===== src/rtl/control_sequencer.sv =====
// Hard-wired control unit. Sequences fetch (T0..T2) and execute (T3..T6) steps
// and decodes Moore-style datapath strobes from the state and latched opcode.
module control_sequencer (
   input  logic        clock,
   input  logic        clear,
   input  logic [31:0] IR,
   input  logic        Stop,
   output logic        PCout,
   output logic        IncPC,
   output logic        PCin,
   output logic        MARin,
   output logic        Zin,
   output logic        Zlowout,
   output logic        Zhighout,
   output logic        Read,
   output logic        MDRin,
   output logic        MDRout,
   output logic        IRin,
   output logic        Yin,
   output logic        LOin,
   output logic        HIin,
   output logic        Gra,
   output logic        Grb,
   output logic        Grc,
   output logic        Rin,
   output logic        Rout,
   output logic [4:0]  ALUop,
   output logic        Run
);

   typedef enum logic [3:0] {
      S_RST, S_T0, S_T1, S_T2, S_T3, S_T4, S_T5, S_T6, S_HALT
   } state_t;

   localparam logic [4:0] OP_ADD  = 5'b00011;
   localparam logic [4:0] OP_OR   = 5'b01010;
   localparam logic [4:0] OP_MUL  = 5'b01110;
   localparam logic [4:0] OP_DIV  = 5'b01111;
   localparam logic [4:0] OP_NEG  = 5'b10000;
   localparam logic [4:0] OP_NOT  = 5'b10001;
   localparam logic [4:0] OP_HALT = 5'b11001;

   state_t     state_q, state_d;
   logic [4:0] opcode_q, opcode_d;
   logic       eoi;
   logic       unused_ir_bits;

   assign unused_ir_bits = ^IR[26:0];

   function automatic logic is_binop(input logic [4:0] op);
      return (op >= OP_ADD) && (op <= OP_OR);
   endfunction

   function automatic logic is_muldiv(input logic [4:0] op);
      return (op == OP_MUL) || (op == OP_DIV);
   endfunction

   function automatic logic is_unary(input logic [4:0] op);
      return (op == OP_NEG) || (op == OP_NOT);
   endfunction

   always_ff @(posedge clock or negedge clear) begin
      if (!clear) begin
         state_q  <= S_RST;
         opcode_q <= 5'd0;
      end else begin
         state_q  <= state_d;
         opcode_q <= opcode_d;
      end
   end

   // The T2 branch looks at IR directly because the opcode is latched on that same edge.
   always_comb begin
      state_d  = state_q;
      opcode_d = opcode_q;
      eoi      = 1'b0;
      case (state_q)
         S_RST:  state_d = S_T0;
         S_T0:   state_d = S_T1;
         S_T1:   state_d = S_T2;
         S_T2: begin
            opcode_d = IR[31:27];
            if (IR[31:27] == OP_HALT)
               state_d = S_HALT;
            else if (is_binop(IR[31:27]) || is_muldiv(IR[31:27]) || is_unary(IR[31:27]))
               state_d = S_T3;
            else
               eoi = 1'b1;
         end
         S_T3:   state_d = S_T4;
         S_T4: begin
            if (is_unary(opcode_q)) eoi = 1'b1;
            else                    state_d = S_T5;
         end
         S_T5: begin
            if (is_muldiv(opcode_q)) state_d = S_T6;
            else                     eoi = 1'b1;
         end
         S_T6:   eoi = 1'b1;
         S_HALT: state_d = S_HALT;
         default: state_d = S_RST;
      endcase
      if (eoi) state_d = Stop ? S_HALT : S_T0;
   end

   always_comb begin
      PCout    = 1'b0;
      IncPC    = 1'b0;
      PCin     = 1'b0;
      MARin    = 1'b0;
      Zin      = 1'b0;
      Zlowout  = 1'b0;
      Zhighout = 1'b0;
      Read     = 1'b0;
      MDRin    = 1'b0;
      MDRout   = 1'b0;
      IRin     = 1'b0;
      Yin      = 1'b0;
      LOin     = 1'b0;
      HIin     = 1'b0;
      Gra      = 1'b0;
      Grb      = 1'b0;
      Grc      = 1'b0;
      Rin      = 1'b0;
      Rout     = 1'b0;
      ALUop    = 5'd0;
      Run      = (state_q != S_RST) && (state_q != S_HALT);
      case (state_q)
         S_T0: begin
            PCout = 1'b1; IncPC = 1'b1; Zin = 1'b1; MARin = 1'b1;
         end
         S_T1: begin
            Zlowout = 1'b1; PCin = 1'b1; Read = 1'b1; MDRin = 1'b1;
         end
         S_T2: begin
            MDRout = 1'b1; IRin = 1'b1;
         end
         S_T3: begin
            Grb = 1'b1; Rout = 1'b1;
            if (is_unary(opcode_q)) begin
               Zin = 1'b1; ALUop = opcode_q;
            end else begin
               Yin = 1'b1;
            end
         end
         S_T4: begin
            if (is_unary(opcode_q)) begin
               Zlowout = 1'b1; Gra = 1'b1; Rin = 1'b1;
            end else begin
               Grc = 1'b1; Rout = 1'b1; Zin = 1'b1; ALUop = opcode_q;
            end
         end
         S_T5: begin
            Zlowout = 1'b1;
            if (is_muldiv(opcode_q)) LOin = 1'b1;
            else begin
               Gra = 1'b1; Rin = 1'b1;
            end
         end
         S_T6: begin
            Zhighout = 1'b1; HIin = 1'b1;
         end
         default: ;
      endcase
   end

endmodule


===== config.mk =====
export PLATFORM = sky130hd
export DESIGN_NAME = control_sequencer
export DESIGN_NICKNAME = d
export VERILOG_FILES = /design/src/rtl/control_sequencer.sv
export SDC_FILE = /design/constraint.sdc
export NUM_CORES = 1
export LEC_CHECK = 0
export CORE_AREA = 2 2 53 55
export DETAILED_ROUTE_END_ITERATION = 10
export DIE_AREA = 0 0 55 57
export PLACE_DENSITY = 0.81
export SYNTH_ARGS = -nofsm -noshare
export SYNTH_HDL_FRONTEND = slang
export SYNTH_SLANG_ARGS = --single-unit

===== constraint.sdc =====
create_clock -name clock -period 2.1 [get_ports clock]
set_input_delay 0.42 -clock clock [delete_from_list [all_inputs] [get_ports clock]]
set_output_delay 0.42 -clock clock [all_outputs]
set_load 0.05 [all_outputs]

# Yosys cells after proc, flatten, opt, wreduce, memory -nomap -nowiden
# Cells that the tools add are included.
dict set report word_totals {
  regBits 9
  elab_cells 67
}
dict set report op_classes {
  n_reduce_logical 12
  muxes 29
  order_cmp 2
  n_eq_ne 22
}
# op n
set ops {}
lappend ops {{$pmux W4 S9} 1}
lappend ops {{$eq A5 B5 Y1 const B} 5}
lappend ops {{$mux W4} 6}
lappend ops {{$eq A5 B4 Y1 const B} 4}
lappend ops {{$eq A4 B3 Y1 const B} 4}
lappend ops {{$mux W1} 14}
lappend ops {{$mux W5} 2}
lappend ops {{$pmux W5 S2} 1}
lappend ops {{$eq A4 B2 Y1 const B} 2}
lappend ops {{$ne A4 B4 Y1 const B} 2}
lappend ops {{$logic_or A1 B1 Y1} 6}
lappend ops {{$ne A3 B3 Y1 const B} 2}
lappend ops {{$pmux W1 S2} 3}
lappend ops {{$ge A5 B2 Y1 const B} 1}
lappend ops {{$le A5 B4 Y1 const B} 1}
lappend ops {{$eq A4 B1 Y1 const B} 1}
lappend ops {{$eq A4 B4 Y1 const B} 1}
lappend ops {{$logic_not A4 Y1} 1}
lappend ops {{$pmux W1 S4} 1}
lappend ops {{$reduce_and A4 Y1} 1}
lappend ops {{$reduce_bool A4 Y1} 1}
lappend ops {{$pmux W1 S3} 1}
lappend ops {{$logic_and A1 B1 Y1} 2}
lappend ops {{$ne A2 B2 Y1 const B} 1}
lappend ops {{$reduce_or A2 Y1} 1}

# Longest topological paths before layout
# Gate-level depths: netlist of the first run.
dict set report depth {
  ltp_word 9
  ltp_mapped 5
  mapped_depth_nobuf 4
}

# Least setup slack after synthesis of the first run
# No wires, ideal clock.
dict set report synth_path {
  path_kind {flip-flop to output port}
  from {register state_q[0]}
  to {output MARin}
  slack_ns -0.739
  path_stages_with_launch 5
  t_arrival_ns 2.419
  t_required_ns 1.680
  cell_sequence {dfrtp_1 -> buf_2 -> nor2b_1 -> nor3b_1 -> buf_4}
}
dict set report synth_via {
  elab_chain_cells 2
}
# item line_no
set synth_lines {}
lappend synth_lines {{from (decl)} 43} ;# state_t state_q, state_d;
lappend synth_lines {{from (signal assigned)} 67} ;# state_q <= state_d;
lappend synth_lines {{$eq A4 B1 Y1} --}
lappend synth_lines {{$mux W1} --}
lappend synth_lines {{to (decl)} 11} ;# output logic MARin,
# No other way between the ends.

# Worst setup path in the final report of the first run
dict set report layout_path {
  from {register opcode_q[2]}
  to {output Zin}
}
dict set report layout_via {
  elab_chain_cells 4
  word_cells_on_any_way 6
}
# item line_no
set layout_lines {}
lappend layout_lines {{from (decl)} 44} ;# logic [4:0] opcode_q, opcode_d;
lappend layout_lines {{from (signal assigned)} 68} ;# opcode_q <= opcode_d;
lappend layout_lines {{$eq A5 B5 Y1} 59} ;# return (op == OP_NEG) || (op == OP_NOT);
lappend layout_lines {{$logic_or A1 B1 Y1 (*)} 59}
lappend layout_lines {{$mux W1, on equally long branches} {147, 140}}
lappend layout_lines {{$pmux W1 S3 (*)} 128} ;# case (state_q)
lappend layout_lines {{to (decl)} 12} ;# output logic Zin,
# Mark *: on every way between the ends. The rest lies on a longest branch, timed or not.

==> results of run 1 <==
## power by group through the flow
stage               registers, mW  clock network [mW]  logic [mW]
floorplan                   0.345                   0        1.42
global route                0.407               0.147        2.50
detailed placement          0.389                   0        2.31
global placement            0.381                   0        2.27
finish                      0.396               0.138        2.38
CTS                         0.387               0.139        2.36
## cell usage after synthesis, drive strengths merged (3+ instances only)
master,number
nand3,3
nor3,7
nand2b,3
nand2,8
nor2,8
mux2,5
o21ai,3
dfrtp,9
a21oi,6
and3,3
buf,10
## state kept, by name, summed over array words and instances (netlist names)
register	cells
state_q	4
opcode_q	5
## metal layers
layer / routed length (µm) / global-route usage, % / vias to the layer above
li1: - / - / 414
met1: 890 / 19.93 / 412
met2: 1161 / 25.17 / 30
met3: 130 / 4.188 / 7
met4: 50 / 8.014 / 0
met5: 0 / 0 / -
## timing repair
item / CTS / global route
endpoints found under the setup margin: 7 / 12
resized for setup: 3 / 3
pin swaps: 1 / 0
buffers inserted: 3 / 1
## logic make-up (layout without fill, tap and decap cells)
| logic type | Yosys count | in the layout | share of synthesized area (%) |
|---|---|---|---|
| simple gates | 50 | 50 | 38.36 |
| compound gates | 16 | 16 | 13.55 |
| buf+inv | 14 | 49 | 10.35 |
| flops | 9 | 9 | 27.40 |
| mux | 5 | 5 | 6.849 |
| xor+xnor | 2 | 2 | 2.131 |
| fa+ha+maj | 1 | 1 | 1.370 |
## metrics by stage
stage	cell area (µm²)	TNS, ns	total power [mW]	worst slack, ns
floorplan	858.3	-0.6747	1.769	-0.1342
detailed placement	1443	0	2.704	0.09063
global route	1516	-0.1218	3.056	-0.07054
CTS	1499	-0.01291	2.887	-0.01291
finish	1516	-0.01215	2.916	-0.01215
global placement	1443	0	2.650	0.1714
## worst max-delay path by stage
| stage | depth (start not counted) | endpoint | start |
|---|---|---|---|
| 6_report | 6 | Zin | opcode_q[2] |
| 5_1_grt | 6 | Zin | opcode_q[2] |
| 4_1_cts | 6 | Zin | opcode_q[3] |
| 3_5_place_dp | 5 | state_q[2] | IR[28] |
| 3_3_place_gp | 5 | state_q[2] | IR[29] |
| 2_1_floorplan | 4 | MARin | state_q[0] |
## critical path: cells and delay by family (launching register included)
kind | cells | cell delay (ns)
simple gates | 3 | 0.48
buf+inv | 2 | 0.34
xor+xnor | 1 | 0.17
flops | 1 | 0.45
## cell type report
class                           instances  area [µm²]  area share, %
Tap cell                               31       38.79          2.558
Inverter                                2       7.507         0.4951
Multi-Input combinational cell         74       561.8          37.05
Clock buffer                            4       26.28          1.733
Timing Repair Buffer                   43       653.1          43.07
Sequential cell                         9       229.0          15.10
==> impl_metrics.csv, run 1 <==
group,metric,value,unit
outcome,outcome,"finished with violations",
outcome,violations,"negative setup slack",
pwr,p_per_area,1923,nW/µm²
critical_path,r2r_end,"opcode_q[2]",
timing,setup_ws,-0.01215,ns
clock_network,cts-root-buf,"clkbuf_4",
floorplanning,ios,60,
clock_network,cts_buffers,3,
timing,hold_viol,0,
placed_design,dp_hpwl,1757,µm
clock_network,cts_sinks,9,
global_routing,grt_overflow,0,
timing,grt_setup_unrepaired,"yes",
pwr,vdd_drop_max,1.794,mV
pwr,switching_share,50.70,%
synth,synth_top_area_share,27.40,%
timing,finalCritPeriodShare,100.6,%
drt,viasPerCell,5.294,
clock_network,path_clk_slew,0.06,ns
synth,yosysWarnings,0,
synth,syn-num-nets,132,
placed_design,place_congestion,0.8310,
drt,drcViolationCount,0,
critical_path,rr_startpoint,"state_q[0]",
pwr,p_leak,0.6084,nW
drt,first_pass_iters,6,
layout,fillCellCount,217,
timing,finClkSkew,0.003829,ns
critical_path,path_class,"reg -> out",
timing,setup_viol,1,
layout,area_growth,84.47,%
timing,slew_violations,0,
synth,avgSynthCellArea,8.475,µm²
layout,drive_gt1_share,43.94,%
floorplanning,rows,19,
layout,final_cell_mix,"buf_12 (25), buf_4 (11), nand2_1 (8), clkdlybuf4s50_1 (7), dfrtp_1 (6)",
synth,ys_ff_latch,9,
floorplanning,fp.dieW,55,µm
clock_network,insertion_delay,0.27,ns
synth,ys_top_cells_by_area,"dfrtp_1 (27%), buf_4 (7.3%), mux2_1 (6.8%)",
layout,nNetsFinal,168,
placed_design,port-buffer-count,32,
global_routing,grt_pass1_vias,861,
drt,dr.first_iter.drc_count,16,
clock_network,tritoncts,"done",
layout,final_util,57.99,%
floorplanning,design.core.area,2615,µm²
global_routing,antenna_found_initial,0,
placed_design,place_inst,155,
timing,worst_pin_slew,0.5243,ns
clock_network,clk_path_buf_depth,2,
run,drv_cap,0,
drt,final_antenna_net_count,0,
critical_path,start_kind,"flip-flop",
critical_path,end_kind,"output port",
synth,async_reset_ff_share,100.0,%
timing,holdWs,0.4508,ns
critical_path,critical-path-max-stage-delay,0.45,ns
critical_path,worstPathArrival,1.69,ns
global_routing,grt_max_degree,20,
critical_path,cp_cell_sequence,"nor4b_4 > buf_4 > nand2_1 > xor2_1 > nor3_4 > buf_12",
synth,synth_cell_types,42,
critical_path,reg2reg_depth,5,
critical_path,required,1.68,ns
clock_network,cts_hold_buf,0,
critical_path,path_max_fanout,6,
pwr,clock_power_share,4.7,%
timing,maxSlewHeadroom,64.86,%
drt,routedWlPerCell,13.70,µm
global_routing,grt_pass1_wl,3781,µm
pwr,power_switching,1.479,mW
pwr,p_int,1.438,mW
synth,synth-seq-area-share,27.40,%
pwr,p_seq_share,13.6,%
critical_path,reg2reg_slack,0.34,ns
floorplanning,dieArea,3135,µm²
layout,final_common_cell,"buf_12",
floorplanning,initial_utilization,31.44,%
drt,drt_wl_total,2233,µm
drt,num_vias,863,
timing,min_period,2.112,ns
synth,synth_largest_area_cell,"dfrtp_1",
synth,ys.flop_type,"dfrtp_1",
layout,final_cells,163,
timing,max_freq,473.5,MHz
synth,synthesis.instances,97,
pwr,combPwrFrac,81.7,%
layout,diodes,0,
synth,syn_area,822.0,µm²
hold_path,hold_class,"in -> async",
floorplanning,die_h,57,µm
synth,synth-edff-count,0,
global_routing,grt_use_total,16.05,%
clock_network,htree_levels,1,
critical_path,crit_path_top_delay_cell,"dfrtp_2",
(Power assumes the default switching activity.)
==> run 2, diff against run 1 <==
- CTS_CLUSTER_SIZE: unset -> 14
==> results of run 2 <==
The final DEF is identical to that of run 1; final timing and power are the same.
